$ cat config.mk
export PLATFORM = sky130hd
export DESIGN_NAME = multicycle_control
export DESIGN_NICKNAME = d
export VERILOG_FILES = /design/src/rtl/multicycle_control_pkg.sv /design/src/rtl/multicycle_control_output_decode.sv /design/src/rtl/multicycle_control.sv
export SDC_FILE = /design/constraint.sdc
export NUM_CORES = 1
export LEC_CHECK = 0
export ABC_AREA = 1
export BUFFER_PORTS_ARGS = -buffer_cell sky130_fd_sc_hd__buf_2
export CAP_MARGIN = 40
export CORE_MARGIN = 2
export CORE_UTILIZATION = 28
export DETAILED_ROUTE_END_ITERATION = 12
export GPL_ROUTABILITY_DRIVEN = 1
export PLACE_DENSITY = 0.68
export SLEW_MARGIN = 20
export SYNTH_ARGS = -nofsm -noshare
export SYNTH_HDL_FRONTEND = slang
export SYNTH_SLANG_ARGS = --single-unit
$ cat constraint.sdc
create_clock -name clk -period 1 [get_ports clk]
set_clock_uncertainty 0.05 [all_clocks]
set_input_delay 0.15 -clock clk [delete_from_list [all_inputs] [get_ports clk]]
set_output_delay 0.15 -clock clk [all_outputs]
set_load 0.05 [all_outputs]
$ cat src/rtl/multicycle_control_pkg.sv
// Shared definitions for the multicycle MIPS-subset main control FSM:
// state encodings, supported opcodes, ALUop codes and the mux select
// constants for the ALU B operand and PC source.
package multicycle_control_pkg;

  // State encodings; stateDbg reports these values directly.
  typedef enum logic [3:0] {
    STATE_FETCH   = 4'd0,
    STATE_DECODE  = 4'd1,
    STATE_MEMADR  = 4'd2,
    STATE_MEMRD   = 4'd3,
    STATE_MEMWB   = 4'd4,
    STATE_MEMWR   = 4'd5,
    STATE_EXECUTE = 4'd6,
    STATE_ALUWB   = 4'd7,
    STATE_BRANCH  = 4'd8,
    STATE_JUMP    = 4'd9
  } state_e;

  // Supported opcodes (IR[31:26]).
  localparam logic [5:0] OP_RTYPE = 6'b000000;
  localparam logic [5:0] OP_LW    = 6'b100011;
  localparam logic [5:0] OP_SW    = 6'b101011;
  localparam logic [5:0] OP_BEQ   = 6'b000100;
  localparam logic [5:0] OP_J     = 6'b000010;

  // ALUop codes handed to the ALU control unit.
  localparam logic [1:0] ALUOP_ADD   = 2'b00;
  localparam logic [1:0] ALUOP_SUB   = 2'b01;
  localparam logic [1:0] ALUOP_FUNCT = 2'b10;

  // ALU B operand selects.
  localparam logic [1:0] ALUSRCB_B       = 2'b00;
  localparam logic [1:0] ALUSRCB_FOUR    = 2'b01;
  localparam logic [1:0] ALUSRCB_IMM     = 2'b10;
  localparam logic [1:0] ALUSRCB_IMM_SH2 = 2'b11;

  // PC source selects.
  localparam logic [1:0] PCSRC_ALU    = 2'b00;
  localparam logic [1:0] PCSRC_ALUOUT = 2'b01;
  localparam logic [1:0] PCSRC_JUMP   = 2'b10;

  // True for the five opcodes this datapath implements.
  function automatic logic op_is_legal(input logic [5:0] op);
    logic legal;
    case (op)
      OP_RTYPE, OP_LW, OP_SW, OP_BEQ, OP_J: legal = 1'b1;
      default:                              legal = 1'b0;
    endcase
    return legal;
  endfunction

endpackage

$ cat src/rtl/multicycle_control_output_decode.sv
// control_output_decode: purely combinational decode of the current FSM
// state (plus memReady for the FETCH Mealy terms and the opcode for the
// illegal-opcode flag) into every datapath select and write enable.
// Ports:
//   rst_n_i       reset level; low forces the reset output values
//   state_i       current FSM state
//   opcode_i      IR opcode field
//   mem_ready_i   memory handshake
//   *_o           one output per datapath control (see top-level header)
module control_output_decode
  import multicycle_control_pkg::*;
(
  input  logic       rst_n_i,
  input  state_e     state_i,
  input  logic [5:0] opcode_i,
  input  logic       mem_ready_i,
  output logic       pc_write_o,
  output logic       pc_write_cond_o,
  output logic       ior_d_o,
  output logic       mem_read_o,
  output logic       mem_write_o,
  output logic       ir_write_o,
  output logic       mem_to_reg_o,
  output logic       reg_dst_o,
  output logic       reg_write_o,
  output logic       alu_src_a_o,
  output logic [1:0] alu_src_b_o,
  output logic [1:0] alu_op_o,
  output logic [1:0] pc_source_o,
  output logic       illegal_op_o
);

  // Output decode: everything defaults to 0, each state raises only its own controls.
  always_comb begin
    pc_write_o      = 1'b0;
    pc_write_cond_o = 1'b0;
    ior_d_o         = 1'b0;
    mem_read_o      = 1'b0;
    mem_write_o     = 1'b0;
    ir_write_o      = 1'b0;
    mem_to_reg_o    = 1'b0;
    reg_dst_o       = 1'b0;
    reg_write_o     = 1'b0;
    alu_src_a_o     = 1'b0;
    alu_src_b_o     = ALUSRCB_B;
    alu_op_o        = ALUOP_ADD;
    pc_source_o     = PCSRC_ALU;
    illegal_op_o    = 1'b0;
    if (!rst_n_i) begin
      // Reset cycle: no request or write escapes, selects park at fetch values.
      alu_src_b_o = ALUSRCB_FOUR;
    end else begin
      case (state_i)
        STATE_FETCH: begin
          mem_read_o  = 1'b1;
          alu_src_b_o = ALUSRCB_FOUR;
          // IR and PC load only once the fetch read actually completes.
          ir_write_o  = mem_ready_i;
          pc_write_o  = mem_ready_i;
        end
        STATE_DECODE: begin
          alu_src_b_o  = ALUSRCB_IMM_SH2;
          illegal_op_o = ~op_is_legal(opcode_i);
        end
        STATE_MEMADR: begin
          alu_src_a_o = 1'b1;
          alu_src_b_o = ALUSRCB_IMM;
        end
        STATE_MEMRD: begin
          mem_read_o = 1'b1;
          ior_d_o    = 1'b1;
        end
        STATE_MEMWB: begin
          reg_write_o  = 1'b1;
          mem_to_reg_o = 1'b1;
        end
        STATE_MEMWR: begin
          mem_write_o = 1'b1;
          ior_d_o     = 1'b1;
        end
        STATE_EXECUTE: begin
          alu_src_a_o = 1'b1;
          alu_op_o    = ALUOP_FUNCT;
        end
        STATE_ALUWB: begin
          reg_write_o = 1'b1;
          reg_dst_o   = 1'b1;
        end
        STATE_BRANCH: begin
          alu_src_a_o     = 1'b1;
          alu_op_o        = ALUOP_SUB;
          pc_write_cond_o = 1'b1;
          pc_source_o     = PCSRC_ALUOUT;
        end
        STATE_JUMP: begin
          pc_write_o  = 1'b1;
          pc_source_o = PCSRC_JUMP;
        end
        default: begin
          // Unused encodings keep every control at 0.
          pc_write_o = 1'b0;
        end
      endcase
    end
  end

endmodule

$ cat src/rtl/multicycle_control.sv
// multicycle_control: main control FSM of the multicycle MIPS-subset
// datapath. Holds the state register and next-state logic; outputs are
// decoded combinationally from the state by control_output_decode.
// Ports:
//   clk, rst_n      clock, synchronous active-low reset
//   opcode          IR[31:26], stable from DECODE onward
//   memReady        memory completed the current access this cycle
//   PCWrite .. PCSource   datapath enables and mux selects
//   illegalOp       one-cycle flag in DECODE for unsupported opcodes
//   stateDbg        current state encoding
module multicycle_control
  import multicycle_control_pkg::*;
#(
  parameter int OPW = 6,
  parameter int SW  = 4
) (
  input  logic           clk,
  input  logic           rst_n,
  input  logic [OPW-1:0] opcode,
  input  logic           memReady,
  output logic           PCWrite,
  output logic           PCWriteCond,
  output logic           IorD,
  output logic           MemRead,
  output logic           MemWrite,
  output logic           IRWrite,
  output logic           MemtoReg,
  output logic           RegDst,
  output logic           RegWrite,
  output logic           ALUSrcA,
  output logic [1:0]     ALUSrcB,
  output logic [1:0]     ALUop,
  output logic [1:0]     PCSource,
  output logic           illegalOp,
  output logic [SW-1:0]  stateDbg
);

  state_e state_q;
  state_e state_d;

  // State register with synchronous reset to FETCH.
  always_ff @(posedge clk) begin
    if (!rst_n) begin
      state_q <= STATE_FETCH;
    end else begin
      state_q <= state_d;
    end
  end

  // Next-state logic; memory states hold until memReady.
  always_comb begin
    state_d = STATE_FETCH;
    case (state_q)
      STATE_FETCH: begin
        if (memReady) state_d = STATE_DECODE;
        else          state_d = STATE_FETCH;
      end
      STATE_DECODE: begin
        case (opcode)
          OP_LW, OP_SW: state_d = STATE_MEMADR;
          OP_RTYPE:     state_d = STATE_EXECUTE;
          OP_BEQ:       state_d = STATE_BRANCH;
          OP_J:         state_d = STATE_JUMP;
          default:      state_d = STATE_FETCH;
        endcase
      end
      STATE_MEMADR: begin
        // Opcode is still lw or sw here; anything else is treated as abandoned.
        if (opcode == OP_LW)      state_d = STATE_MEMRD;
        else if (opcode == OP_SW) state_d = STATE_MEMWR;
        else                      state_d = STATE_FETCH;
      end
      STATE_MEMRD: begin
        if (memReady) state_d = STATE_MEMWB;
        else          state_d = STATE_MEMRD;
      end
      STATE_MEMWR: begin
        if (memReady) state_d = STATE_FETCH;
        else          state_d = STATE_MEMWR;
      end
      STATE_EXECUTE: state_d = STATE_ALUWB;
      STATE_MEMWB,
      STATE_ALUWB,
      STATE_BRANCH,
      STATE_JUMP:    state_d = STATE_FETCH;
      default:       state_d = STATE_FETCH;
    endcase
  end

  control_output_decode u_decode (
    .rst_n_i         (rst_n),
    .state_i         (state_q),
    .opcode_i        (opcode),
    .mem_ready_i     (memReady),
    .pc_write_o      (PCWrite),
    .pc_write_cond_o (PCWriteCond),
    .ior_d_o         (IorD),
    .mem_read_o      (MemRead),
    .mem_write_o     (MemWrite),
    .ir_write_o      (IRWrite),
    .mem_to_reg_o    (MemtoReg),
    .reg_dst_o       (RegDst),
    .reg_write_o     (RegWrite),
    .alu_src_a_o     (ALUSrcA),
    .alu_src_b_o     (ALUSrcB),
    .alu_op_o        (ALUop),
    .pc_source_o     (PCSource),
    .illegal_op_o    (illegalOp)
  );

  // stateDbg reads 0 while reset is held, matching the reset output values.
  assign stateDbg = rst_n ? SW'(state_q) : {SW{1'b0}};

endmodule
Word level (Yosys, flattened, before mapping) --
Cells that the tools add are included. W data, S select, Z words.
Storage, ports and cells: bits of input ports 9, logic and storage cells 62, bits in registers 4
Cells by class: equality and inequality tests 13, reductions and logical operators 8, bitwise operators 1, muxes and demuxes 39
Operators by type and width (count):
- $mux W1 | 25
- $pmux W4 S6 | 1
- $eq A4 B3 Y1 const B | 4
- $pmux W4 S4 | 1
- $eq A6 B6 Y1 const B | 2
- $mux W3 | 4
- $eq A4 B2 Y1 const B | 2
- $eq A4 B4 Y1 const B | 2
- $pmux W2 S2 | 2
- $reduce_or A2 Y1 | 4
- $eq A6 B2 Y1 const B | 1
- $eq A6 B3 Y1 const B | 1
- $logic_not A6 Y1 | 1
- $mux W2 | 3
- $pmux W2 S3 | 1
- $reduce_or A5 Y1 | 1
- $eq A4 B1 Y1 const B | 1
- $logic_not A4 Y1 | 1
- $mux W4 | 1
- $reduce_or A3 Y1 | 1
- $pmux W1 S2 | 1
- $not A1 Y1 | 1

Depth between registers and ports, before layout --
Gate-level depths: netlist of run 1.
depth in word-level cells 8, gate-level depth with buffers 9

Cells and area by module --
Synthesis of run 1 repeated with hierarchy kept, for this count alone.
Unflattened totals: cell total of the unflattened synthesis 124, area, all modules 621.8 um^2
By module, submodules not included:
- multicycle_control | cells an instance 80, seq. area each 80.1 um^2, area an instance 417.9 um^2, times used 1
- control_output_decode | cells an instance 44, seq. area each 0.0 um^2, area an instance 203.9 um^2, times used 1

Worst setup path before layout of run 1 --
OpenSTA, ideal clock, no wires.
path type flip-flop to output port, start register state_q[3], end output port PCSource[0], stages on the path, launching flop included 6, data required time 0.800 ns, buffers on the path 1, path slack -1.085 ns, arrival time 1.885 ns, path through dfxtp_1 > nand2_1 > inv_2 > nand2_1 > nor2_1 > buf_4
Between the ends: longest elaborated chain between the ends 3, elaborated cells on any way between the ends 4, those cells by class 2 x eq/ne; 2 x mux
RTL lines:
- start, declared | RTL line multicycle_control.sv:38 | state_e state_q;
- start signal, assigned | RTL line multicycle_control.sv:46 | state_q <= state_d;
- $eq A4 B4 Y1 | RTL line multicycle_control_output_decode.sv:53 | case (state_i)
- $pmux W2 S2 * | RTL line multicycle_control_output_decode.sv:53
- $mux W2 * | RTL line multicycle_control_output_decode.sv:49 | if (!rst_n_i) begin
- end, declared | RTL line multicycle_control.sv:33 | output logic [1:0] PCSource,
Mark *: on every way between the ends. The rest lies on a longest branch, timed or not.

Final worst setup path of run 1 --
start register state_q[3], end output port IorD
Between the ends: longest elaborated chain between the ends 4, elaborated cells on any way between the ends 5, those cells by class 2 x eq/ne; 2 x mux; 1 x reduce/logical
RTL lines:
- $eq A4 B2 Y1 or $eq A4 B3 Y1 (tied branches) | RTL line multicycle_control_output_decode.sv:53
- $reduce_or A2 Y1 (no line) *
- $mux W1 * | RTL line multicycle_control_output_decode.sv:53
- $mux W1 * | RTL line multicycle_control_output_decode.sv:49
- end, declared | RTL line multicycle_control.sv:23 | output logic IorD,
Marked as above.

==> results of run 1 <==
[stage by stage]
| step | cell area, um^2 | util, % | TNS (ns) | total power, mW |
|---|---|---|---|---|
| after floorplan | 714 | - | -4.25 | 0.313 |
| after global placement | 1110 | 62.7 | -5.29 | 0.410 |
| after detailed placement | 1110 | 62.7 | -5.57 | 0.414 |
| after CTS | 1320 | 75.0 | -9.20 | 0.685 |
| after global routing | 1420 | 80.3 | -11.29 | 0.746 |
| final | 1420 | 80.3 | -9.93 | 0.702 |
[cell families after synthesis]
family	count (synthesis)
buf+inv	23
flops	4
simple gates	67
compound gates	8
[cells in the final DEF, fill, tap and decap left out, types with 2 or more instances in the layout]
cell,netlist,final
sky130_fd_sc_hd__a21oi_4,0,2
sky130_fd_sc_hd__buf_2,0,8
sky130_fd_sc_hd__buf_4,1,30
sky130_fd_sc_hd__buf_6,1,14
sky130_fd_sc_hd__buf_8,0,9
sky130_fd_sc_hd__clkbuf_4,0,3
sky130_fd_sc_hd__dfxtp_4,0,4
sky130_fd_sc_hd__inv_1,14,10
sky130_fd_sc_hd__inv_2,6,7
sky130_fd_sc_hd__inv_4,0,2
sky130_fd_sc_hd__nand2_1,21,13
sky130_fd_sc_hd__nand2_2,4,7
sky130_fd_sc_hd__nand2_4,0,4
sky130_fd_sc_hd__nand3_1,11,8
sky130_fd_sc_hd__nand3_2,0,2
sky130_fd_sc_hd__nor2_1,22,11
sky130_fd_sc_hd__nor2_2,4,3
sky130_fd_sc_hd__nor2_4,1,13
[power groups by stage]
stage               registers [mW]  clock network, mW  logic, mW
floorplan                    0.168                  0      0.145
global placement             0.168                  0      0.242
detailed placement           0.168                  0      0.245
CTS                          0.164              0.242      0.278
global route                 0.163              0.262      0.321
finish                       0.163              0.236      0.303
[worst min-delay path, stage by stage]
cell	delay, ns
sky130_fd_sc_hd__buf_2	0.11
sky130_fd_sc_hd__nand4_1	0.10
sky130_fd_sc_hd__buf_4	0.11
sky130_fd_sc_hd__a21oi_2	0.04
[per-layer routing]
metal / share of wire (%) / up-vias / global-route usage, %
met5: 0 / - / 0
li1: - / 442 / -
met3: 4.1 / 6 / 4.15
met1: 35 / 386 / 22.7
met4: 2.1 / 0 / 7.03
met2: 59 / 30 / 41.9
[what timing repair did]
item                                    4_1_cts  5_1_grt
endpoints found under the hold margin         0        0
endpoints found under the setup margin       24       25
pin swaps                                     4        2
gates resized for setup                      56       21
gates cloned                                  0        0
setup buffers                                 1        2
hold buffers                                  0        0
[path summary, 6_finish.rpt]
| path | from | endpoint | slack, ns | cells after the start |
|---|---|---|---|---|
| hold reg to reg | state_q[0] | state_q[3] | 0.58 | 4 |
| hold / removal | opcode[2] | state_q[3] | 0.24 | 4 |
| setup / recovery | state_q[3] | IorD | -0.52 | 5 |
| setup reg to reg | state_q[3] | state_q[2] | -0.37 | 9 |
[area by class of cell]
| type | instances | area, um^2 |
|---|---|---|
| Multi-Input combinational cell | 75 | 594 |
| Timing Repair Buffer | 62 | 578 |
| Fill cell | 133 | 348 |
| Sequential cell | 4 | 95.1 |
| Inverter | 21 | 91.3 |
| Tap cell | 25 | 31.3 |
| Clock buffer | 4 | 26.3 |
==> flow_summary.yaml, run 1 <==
yosys:
  top_area_cells_in_the_synthesized_netlist: "sky130_fd_sc_hd__nor2_1 (15%), sky130_fd_sc_hd__dfxtp_1 (15%), sky130_fd_sc_hd__nand2_1 (15%)"
  most_used_flip_flop_cell_after_synthesis: "sky130_fd_sc_hd__dfxtp_1"
  synth.cell_area_um2: 536
  syn_inst: 102
  yosysWarnings: 0
  post_synth_num_cell_types: 21
  async_reset_ff_share_pct: 0
  area_fraction_of_the_dominant_cell_type_after_synthesis_pct: 15.4
  post_synth_xor_area_fraction_pct: 0
  register_bit_total_from_synthesis: 4
  synth_area_leader_cell: "sky130_fd_sc_hd__nor2_1"
  post_synth_and_or_nand_nor_area_fraction_pct: 57.5
  synth_most_common_cell: "sky130_fd_sc_hd__nor2_1"
  muxShareOfSynthArea_pct: 0
  synth_seq_area_share_pct: 15.0
  synth_fa_ha_area_share_pct: 0
  synth_commonest_cells: "sky130_fd_sc_hd__nor2_1 (22), sky130_fd_sc_hd__nand2_1 (21), sky130_fd_sc_hd__inv_1 (14)"
  synth_top_family_by_area: "simple AND/OR/NAND/NOR gates"
  synthesis.nets: 111
  synth_compound_area_share_pct: 9.35
  post_synth.cell_area_avg_um2: 5.25
  synth_enable_flop_cells: 0
power_and_ir_drop:
  power.switching_fraction_pct: 38.2
  p_switching_uw: 268
  max-vdd-ir-drop_uv: 540
  power_frac_clock_pct: 33.7
  power.sequential.fraction_pct: 23.2
  internal_power_uw: 434
  powerDensity_mw_per_mm2: 496
  cellLeakagePower_nw: 0.716
  part_of_the_power_in_combinational_logic_pct: 43.1
placement:
  placed_cells: 184
  port_buffers: 29
  detailedPlace.worstSlack_ns: -0.361
  dp_hpwl_mm: 1.54
  routabilityCongestion: 0.793
worst_hold_path:
  holdCritPathClass: "in2reg"
routing:
  detail_route.iter0.violations: 10
  route.final.wire_length_mm: 2.51
  drt_drc_violations_left: 0
  dr_total_vias: 864
  final_antenna_net_count: 0
  avgRoutedWirePerCell_um: 13.1
  detail_route.vias_per_cell: 4.52
  drt_first_pass_iters: 4
grt:
  grt_start_max_net_pins: 7
  grt_pass1_vias: 844
  overall_track_demand_over_capacity_in_global_routing_pct: 21.5
  grt_overflow: 0
  first_pass_grt_wire_length_mm: 3.46
  grt_antenna_before_repair: 0
timing:
  post_route_hold_slack_ns: 0.240
  hold_viol: 0
  fin_ws_ns: -0.523
  slew_headroom_pct: 84.3
  min_period_over_period_pct: 152
  max_slew.worst_pin.slew_ns: 0.234
  count_of_endpoints_failing_setup_in_the_final_report: 24
  finalMaxSlewViolations: 0
  period_needed_ns: 1.52
  grt_setup_unrepaired: "yes"
  maxClockFrequency_ghz: 0.657
worst_setup_path:
  timing.critical_path.max_delay_family: "flip-flops"
  cp_cell_sequence: "nor2_4 -> inv_2 -> o21a_1 -> nor2_4 -> buf_6"
  crit_buf_inv: 2
  worst_setup_path_start_kind: "flip-flop"
  path_class: "reg2out"
  slowest_delay_ns: 0.36
  worst-endpoint-required_ns: 0.80
  path_common_cell: "sky130_fd_sc_hd__nor2_4"
  slowest_stage: "sky130_fd_sc_hd__dfxtp_4"
  crit_path_max_fanout: 5
  cp_data_arrival_time_ns: 1.32
  crit_path_end_kind: "output pin"
outcome:
  violations: "negative setup slack"
  status: "finished, violations left"
cells_and_area:
  registers.top_by_ff_count: "state_q"
  layout.cells.non_filler: 191
  final_layout_size_suffix_gt1_share_pct: 71.1
  syn_to_final_growth_pct: 164
  antenna_cells_inserted: 0
  finish.net_count: 176
  largestRegisters: "state_q (4)"
  largest_register_ff_count: 4
clock_network:
  clkSinkCount: 4
  cts_inserted_buffers: 3
  cts.root.buffer_cell: "sky130_fd_sc_hd__clkbuf_4"
  cts.clk_slew.worst_paths_ns: 0.05
  htreeDepth: 1
  clock_path_buffers: 2
  worstSkewPairLatency_ns: 0.25
  tritoncts: "done"
floorplan:
  fp.dieH_um: 47.7
  rows: 15
  design.die.area_mm2: 0.00228
  floorplan.initialDensity_pct: 30.4
  floorplan.io_pins: 30
  die-width_um: 47.7
  core_area_mm2: 0.00176
run:
  max-cap-violations: 0
(Power assumes the default switching activity.)
==> inputs of run 2 (changes only) <==
ABC_AREA = default   (was 1)
CTS_BUF_LIST = sky130_fd_sc_hd__clkbuf_2   (was default)
==> flow_summary.yaml, run 2 <==
routing:
  detail_route.iter0.violations: 18
  detail_route.vias_per_cell: 5.09
  avgRoutedWirePerCell_um: 14.4
  route.final.wire_length_mm: 2.29
  final_antenna_net_count: 0
  dr_total_vias: 809
  drt_drc_violations_left: 0
  drt_first_pass_iters: 4
clock_network:
  cts_hold_repair.buffers: 0
  cts.clk_slew.worst_paths_ns: 0.04
  tritoncts: "done"
  worstSkewPairLatency_ns: 0.20
  cts.root.buffer_cell: "sky130_fd_sc_hd__clkbuf_2"
  htreeDepth: 1
  cts_inserted_buffers: 3
  clkSinkCount: 4
  clock_path_buffers: 2
yosys:
  synth_enable_flop_cells: 0
  post_synth_xor_area_fraction_pct: 4.98
  register_bit_total_from_synthesis: 4
  synth_compound_area_share_pct: 14.2
  post_synth_and_or_nand_nor_area_fraction_pct: 54.0
  post_synth_num_cell_types: 32
  synth_area_leader_cell: "sky130_fd_sc_hd__dfxtp_1"
  top_area_cells_in_the_synthesized_netlist: "sky130_fd_sc_hd__dfxtp_1 (15%), sky130_fd_sc_hd__nor2_1 (6.4%), sky130_fd_sc_hd__nand2b_1 (5.9%)"
  synth_seq_area_share_pct: 15.2
  synth_top_family_by_area: "simple AND/OR/NAND/NOR gates"
  syn_inst: 77
  yosysWarnings: 0
  synth_most_common_cell: "sky130_fd_sc_hd__nor2_1"
  synthesis.nets: 86
  synth_fa_ha_area_share_pct: 0
  area_fraction_of_the_dominant_cell_type_after_synthesis_pct: 15.2
  async_reset_ff_share_pct: 0
  most_used_flip_flop_cell_after_synthesis: "sky130_fd_sc_hd__dfxtp_1"
  synth_commonest_cells: "sky130_fd_sc_hd__nor2_1 (9), sky130_fd_sc_hd__nand2_1 (7), sky130_fd_sc_hd__a21oi_1 (5), sky130_fd_sc_hd__nand2b_1 (5), sky130_fd_sc_hd__nor3_1 (5)"
  post_synth.cell_area_avg_um2: 6.86
  synth.cell_area_um2: 528
  muxShareOfSynthArea_pct: 4.03
outcome:
  status: "finished, violations left"
  violations: "negative setup slack"
cells_and_area:
  largest_register_ff_count: 4
  antenna_cells_inserted: 0
  syn_to_final_growth_pct: 156
  layout.cells.non_filler: 159
  number_of_fill_cells_in_the_layout: 117
  largestRegisters: "state_q (4)"
  layout_common_cells: "sky130_fd_sc_hd__buf_4 (20), sky130_fd_sc_hd__buf_6 (18), sky130_fd_sc_hd__buf_8 (12)"
  mostFrequentLayoutCell: "sky130_fd_sc_hd__buf_4"
  final_layout_size_suffix_gt1_share_pct: 75.4
  registers.top_by_ff_count: "state_q"
  finish.net_count: 145
floorplan:
  rows: 15
  floorplan.io_pins: 30
  core_area_mm2: 0.00175
  die-width_um: 47.4
  floorplan.initialDensity_pct: 30.3
  design.die.area_mm2: 0.00225
  fp.dieH_um: 47.4
power_and_ir_drop:
  max-vdd-ir-drop_uv: 404
  cellLeakagePower_nw: 0.578
  powerDensity_mw_per_mm2: 444
worst_setup_path:
  cp_data_arrival_time_ns: 1.47
  path_class: "reg2out"
  crit_path_max_fanout: 4
  worst_setup_path_start_kind: "flip-flop"
  worst-endpoint-required_ns: 0.80
  crit_path_end_kind: "output pin"
placement:
  detailedPlace.worstSlack_ns: -0.569
  placed_cells: 145
  routabilityCongestion: 0.768
  port_buffers: 29
  dp_hpwl_mm: 1.33
grt:
  grt_antenna_before_repair: 0
  first_pass_grt_wire_length_mm: 3.17
  grt_pass1_vias: 723
  grt_start_max_net_pins: 9
  grt_overflow: 0
  overall_track_demand_over_capacity_in_global_routing_pct: 20.0
timing:
  finalMaxSlewViolations: 0
  count_of_endpoints_failing_setup_in_the_final_report: 25
  slew_headroom_pct: 78.0
  max_slew.worst_pin.slew_ns: 0.327
  grt_setup_unrepaired: "yes"
  hold_viol: 0
  fin_ws_ns: -0.668
  period_needed_ns: 1.67
  maxClockFrequency_ghz: 0.600
  min_period_over_period_pct: 167
  post_route_hold_slack_ns: 0.154
worst_hold_path:
  holdCritPathClass: "in2reg"
run:
  max-cap-violations: 0
-- run 2: cell count changes in the layout (fill, tap and decap cells not counted), moves of 8 or more --
cell                      previous run  this run
sky130_fd_sc_hd__buf_4              30        20
sky130_fd_sc_hd__nand2_1            13         4
sky130_fd_sc_hd__nand3_1             8         0
sky130_fd_sc_hd__nor2_1             11         1
-- run 2: timing repair --
action,4_1_cts,5_1_grt
endpoints found under the setup margin,25,25
setup buffers,10,2
endpoints found under the hold margin,0,0
pin swaps,7,5
resized for setup,74,9
-- run 2: worst paths after layout --
path	slack (ns)	cells after the start	end	start
worst max-delay path	-0.67	5	PCWrite	state_q[2]
worst min-delay path	0.15	2	state_q[3]	opcode[4]
worst max register to register	-0.62	5	state_q[0]	state_q[1]
worst min register to register	0.61	3	state_q[3]	state_q[0]
-- run 2: final cells by class --
type	instances	area, um^2	share of cell area, %
Multi-Input combinational cell	64	608	44.9
Timing Repair Buffer	59	593	43.8
Sequential cell	4	87.6	6.47
Tap cell	25	31.3	2.31
Inverter	4	18.8	1.39
Clock buffer	3	15.0	1.11
-- run 2: per-stage QoR --
stage	setup TNS, ns	power (mW)	area (um^2)	util (%)
floorplan	-8.44	0.320	711	-
global placement	-9.74	0.410	993	56.9
detailed placement	-10.24	0.415	993	56.9
CTS	-12.43	0.594	1310	75.3
global route	-13.34	0.622	1350	77.6
finish	-12.56	0.601	1350	77.6
-- run 2: routing by layer --
| layer | track usage [%] | share of wire, % | vias up |
|---|---|---|---|
| met2 | 41.4 | 58 | 34 |
| met5 | 0 | 0 | - |
| li1 | - | - | 384 |
| met3 | 1.13 | 4.7 | 4 |
| met1 | 21.6 | 37 | 387 |
| met4 | 4.44 | 0.83 | 0 |
-- run 2: logic make-up (layout without fill, tap and decap cells) --
kind of cell | Yosys count | count (layout)
AO/OA/AOI/OAI | 12 | 12
XOR/XNOR | 3 | 3
buffers and inverters | 9 | 66
flip-flops | 4 | 4
multiplexers | 2 | 2
AND/OR/NAND/NOR | 47 | 47
-- run 2: report_power, final --
group	leakage [nW]	internal, mW	switching [mW]
Combinational	0.531	0.133	0.158
Clock	0.0125	0.0805	0.0599
Sequential	0.0346	0.163	0.00756
-- run 2: worst max-delay path, stage by stage (launching register included) --
cell and delay [ns]:
sky130_fd_sc_hd__dfxtp_2 0.33, sky130_fd_sc_hd__buf_6 0.12, sky130_fd_sc_hd__or3b_4 0.44, sky130_fd_sc_hd__nor2_4 0.11, sky130_fd_sc_hd__or2_4 0.13, sky130_fd_sc_hd__buf_8 0.13
==> inputs of run 3 (changes only) <==
SETUP_SLACK_MARGIN = 0.3   (was default)
==> flow_summary.yaml, run 3 (same netlist as run 2, synthesis figures left out) <==
routing:
  final_antenna_net_count: 0
  maxUsedRoutingLayer: "met4"
  drt_first_pass_iters: 5
  route.final.wire_length_mm: 2.34
  wl_met1_um: 918
  drt_drc_violations_left: 0
  met2RoutedLength_mm: 1.32
  avgRoutedWirePerCell_um: 14.8
  dr_total_vias: 793
  wl_met3_um: 66
  detail_route.iter0.violations: 13
  detail_route.vias_per_cell: 5.02
cells_and_area:
  syn_to_final_growth_pct: 160
  finalCoreUtilization_pct: 78.7
  largestRegisters: "state_q (4)"
  antenna_cells_inserted: 0
  number_of_fill_cells_in_the_layout: 101
  layout_common_cells: "sky130_fd_sc_hd__buf_4 (19), sky130_fd_sc_hd__buf_6 (15), sky130_fd_sc_hd__buf_8 (12)"
  finish.net_count: 144
  mostFrequentLayoutCell: "sky130_fd_sc_hd__buf_4"
  regArea_um2: 90.1
  multi_input_comb_area_um2: 607
  registers.top_by_ff_count: "state_q"
  largest_register_ff_count: 4
  final_layout_size_suffix_gt1_share_pct: 75.9
timing:
  max_slew.worst_pin.slew_ns: 0.348
  slew_headroom_pct: 76.6
  fin_ws_ns: -0.724
  post_route_hold_slack_ns: 0.123
  count_of_endpoints_failing_setup_in_the_final_report: 25
  grt_setup_unrepaired: "yes"
  min_period_over_period_pct: 172
  hold_viol: 0
  finalMaxSlewViolations: 0
  maxClockFrequency_ghz: 0.580
  setup-tns-final_ns: -13.03
  period_needed_ns: 1.72
floorplan:
  rows: 15
  die-width_um: 47.4
  floorplan.io_pins: 30
  core_area_mm2: 0.00175
  fp.dieH_um: 47.4
  design.die.area_mm2: 0.00225
  floorplan.initialDensity_pct: 30.3
power_and_ir_drop:
  max-vdd-ir-drop_uv: 524
  power_uw: 624
  cellLeakagePower_nw: 0.565
  powerDensity_mw_per_mm2: 454
clock_network:
  worstSkewPairLatency_ns: 0.23
  clkSinkCount: 4
  htreeDepth: 1
  tritoncts: "done"
  cts_inserted_buffers: 3
  clock_path_buffers: 2
  cts_hold_repair.buffers: 0
  cts.clk_slew.worst_paths_ns: 0.05
  cts.root.buffer_cell: "sky130_fd_sc_hd__clkbuf_2"
worst_hold_path:
  holdCritPathClass: "in2reg"
  whs_endpoint: "state_q[3]"
  whs_path_depth: 2
  hp-start: "opcode[4]"
grt:
  first_pass_grt_wire_length_mm: 3.22
  grt_pass1_vias: 751
  overall_track_demand_over_capacity_in_global_routing_pct: 19.9
  grt_overflow: 0
  grt_start_max_net_pins: 9
  grt_antenna_before_repair: 0
worst_setup_path:
  crit_path_end_kind: "output pin"
  slowest_delay_ns: 0.43
  path_class: "reg2out"
  slowest_stage: "sky130_fd_sc_hd__or3b_4"
  crit_path_start: "state_q[2]"
  crit_buf_inv: 2
  cp_data_arrival_time_ns: 1.52
  crit_path_max_fanout: 4
  crit-reg2reg-capture: "state_q[1]"
  reg2reg_depth: 6
  worst_setup_path_start_kind: "flip-flop"
  setup.reg_to_reg.worst_slack_ns: -0.60
  timing.critical_path.max_delay_family: "simple AND/OR/NAND/NOR gates"
  cp_cell_sequence: "buf_6 -> or3b_4 -> nor2_4 -> or2_4 -> buf_8"
  worst-endpoint-required_ns: 0.80
  critical_path.reg2reg.startpoint: "state_q[2]"
outcome:
  status: "finished, violations left"
  violations: "negative setup slack"
placement:
  port_buffers: 29
  dp_hpwl_mm: 1.43
  detailedPlace.worstSlack_ns: -0.569
  routabilityCongestion: 0.820
run:
  max-cap-violations: 0
[run 3: power by group]
group / switching [mW] / internal, mW
registers: 0.00649 / 0.160
logic: 0.161 / 0.140
clock network: 0.0765 / 0.0806
total: 0.244 / 0.380
[run 3: cell type report]
cell class | instances | area share, %
Clock buffer | 3 | 1.09
Timing Repair Buffer | 58 | 44.5
Tap cell | 25 | 2.28
Inverter | 4 | 1.37
Sequential cell | 4 | 6.56
Multi-Input combinational cell | 64 | 44.2
[run 3: repair_timing]
item                                    4_1_cts  5_1_grt
gates resized for setup                      71        9
gates cloned                                  0        0
setup buffers                                 6        2
endpoints found under the setup margin       25       25
pin swaps                                     6        5
[run 3: per-stage QoR]
step	cells	cell area, um^2
CTS	156	1320
global route	158	1370
floorplan	77	712
detailed placement	147	1010
finish	158	1370
global placement	147	1010
[run 3: how the worst max path moves through the flow]
stage                     end  slack (ns)  cells past startpoint
floorplan             PCWrite       -0.68                      3
finish                PCWrite       -0.72                      5
CTS                 illegalOp       -0.64                      4
global route          PCWrite       -0.73                      5
global placement    illegalOp       -0.55                      4
detailed placement  illegalOp       -0.57                      4
[run 3: layer usage]
metal / vias up / track usage, %
li1: 383 / -
met4: 0 / 5.00
met1: 373 / 22.1
met2: 33 / 40.8
met5: - / 0
met3: 4 / 0
[run 3: worst reg2reg max path: cells and delay by family, from the launching register on]
family                 cells  cell delay [ns]
buffers and inverters      2             0.25
AND/OR/NAND/NOR            2             0.58
AO/OA/AOI/OAI              2             0.31
flip-flops                 1             0.32
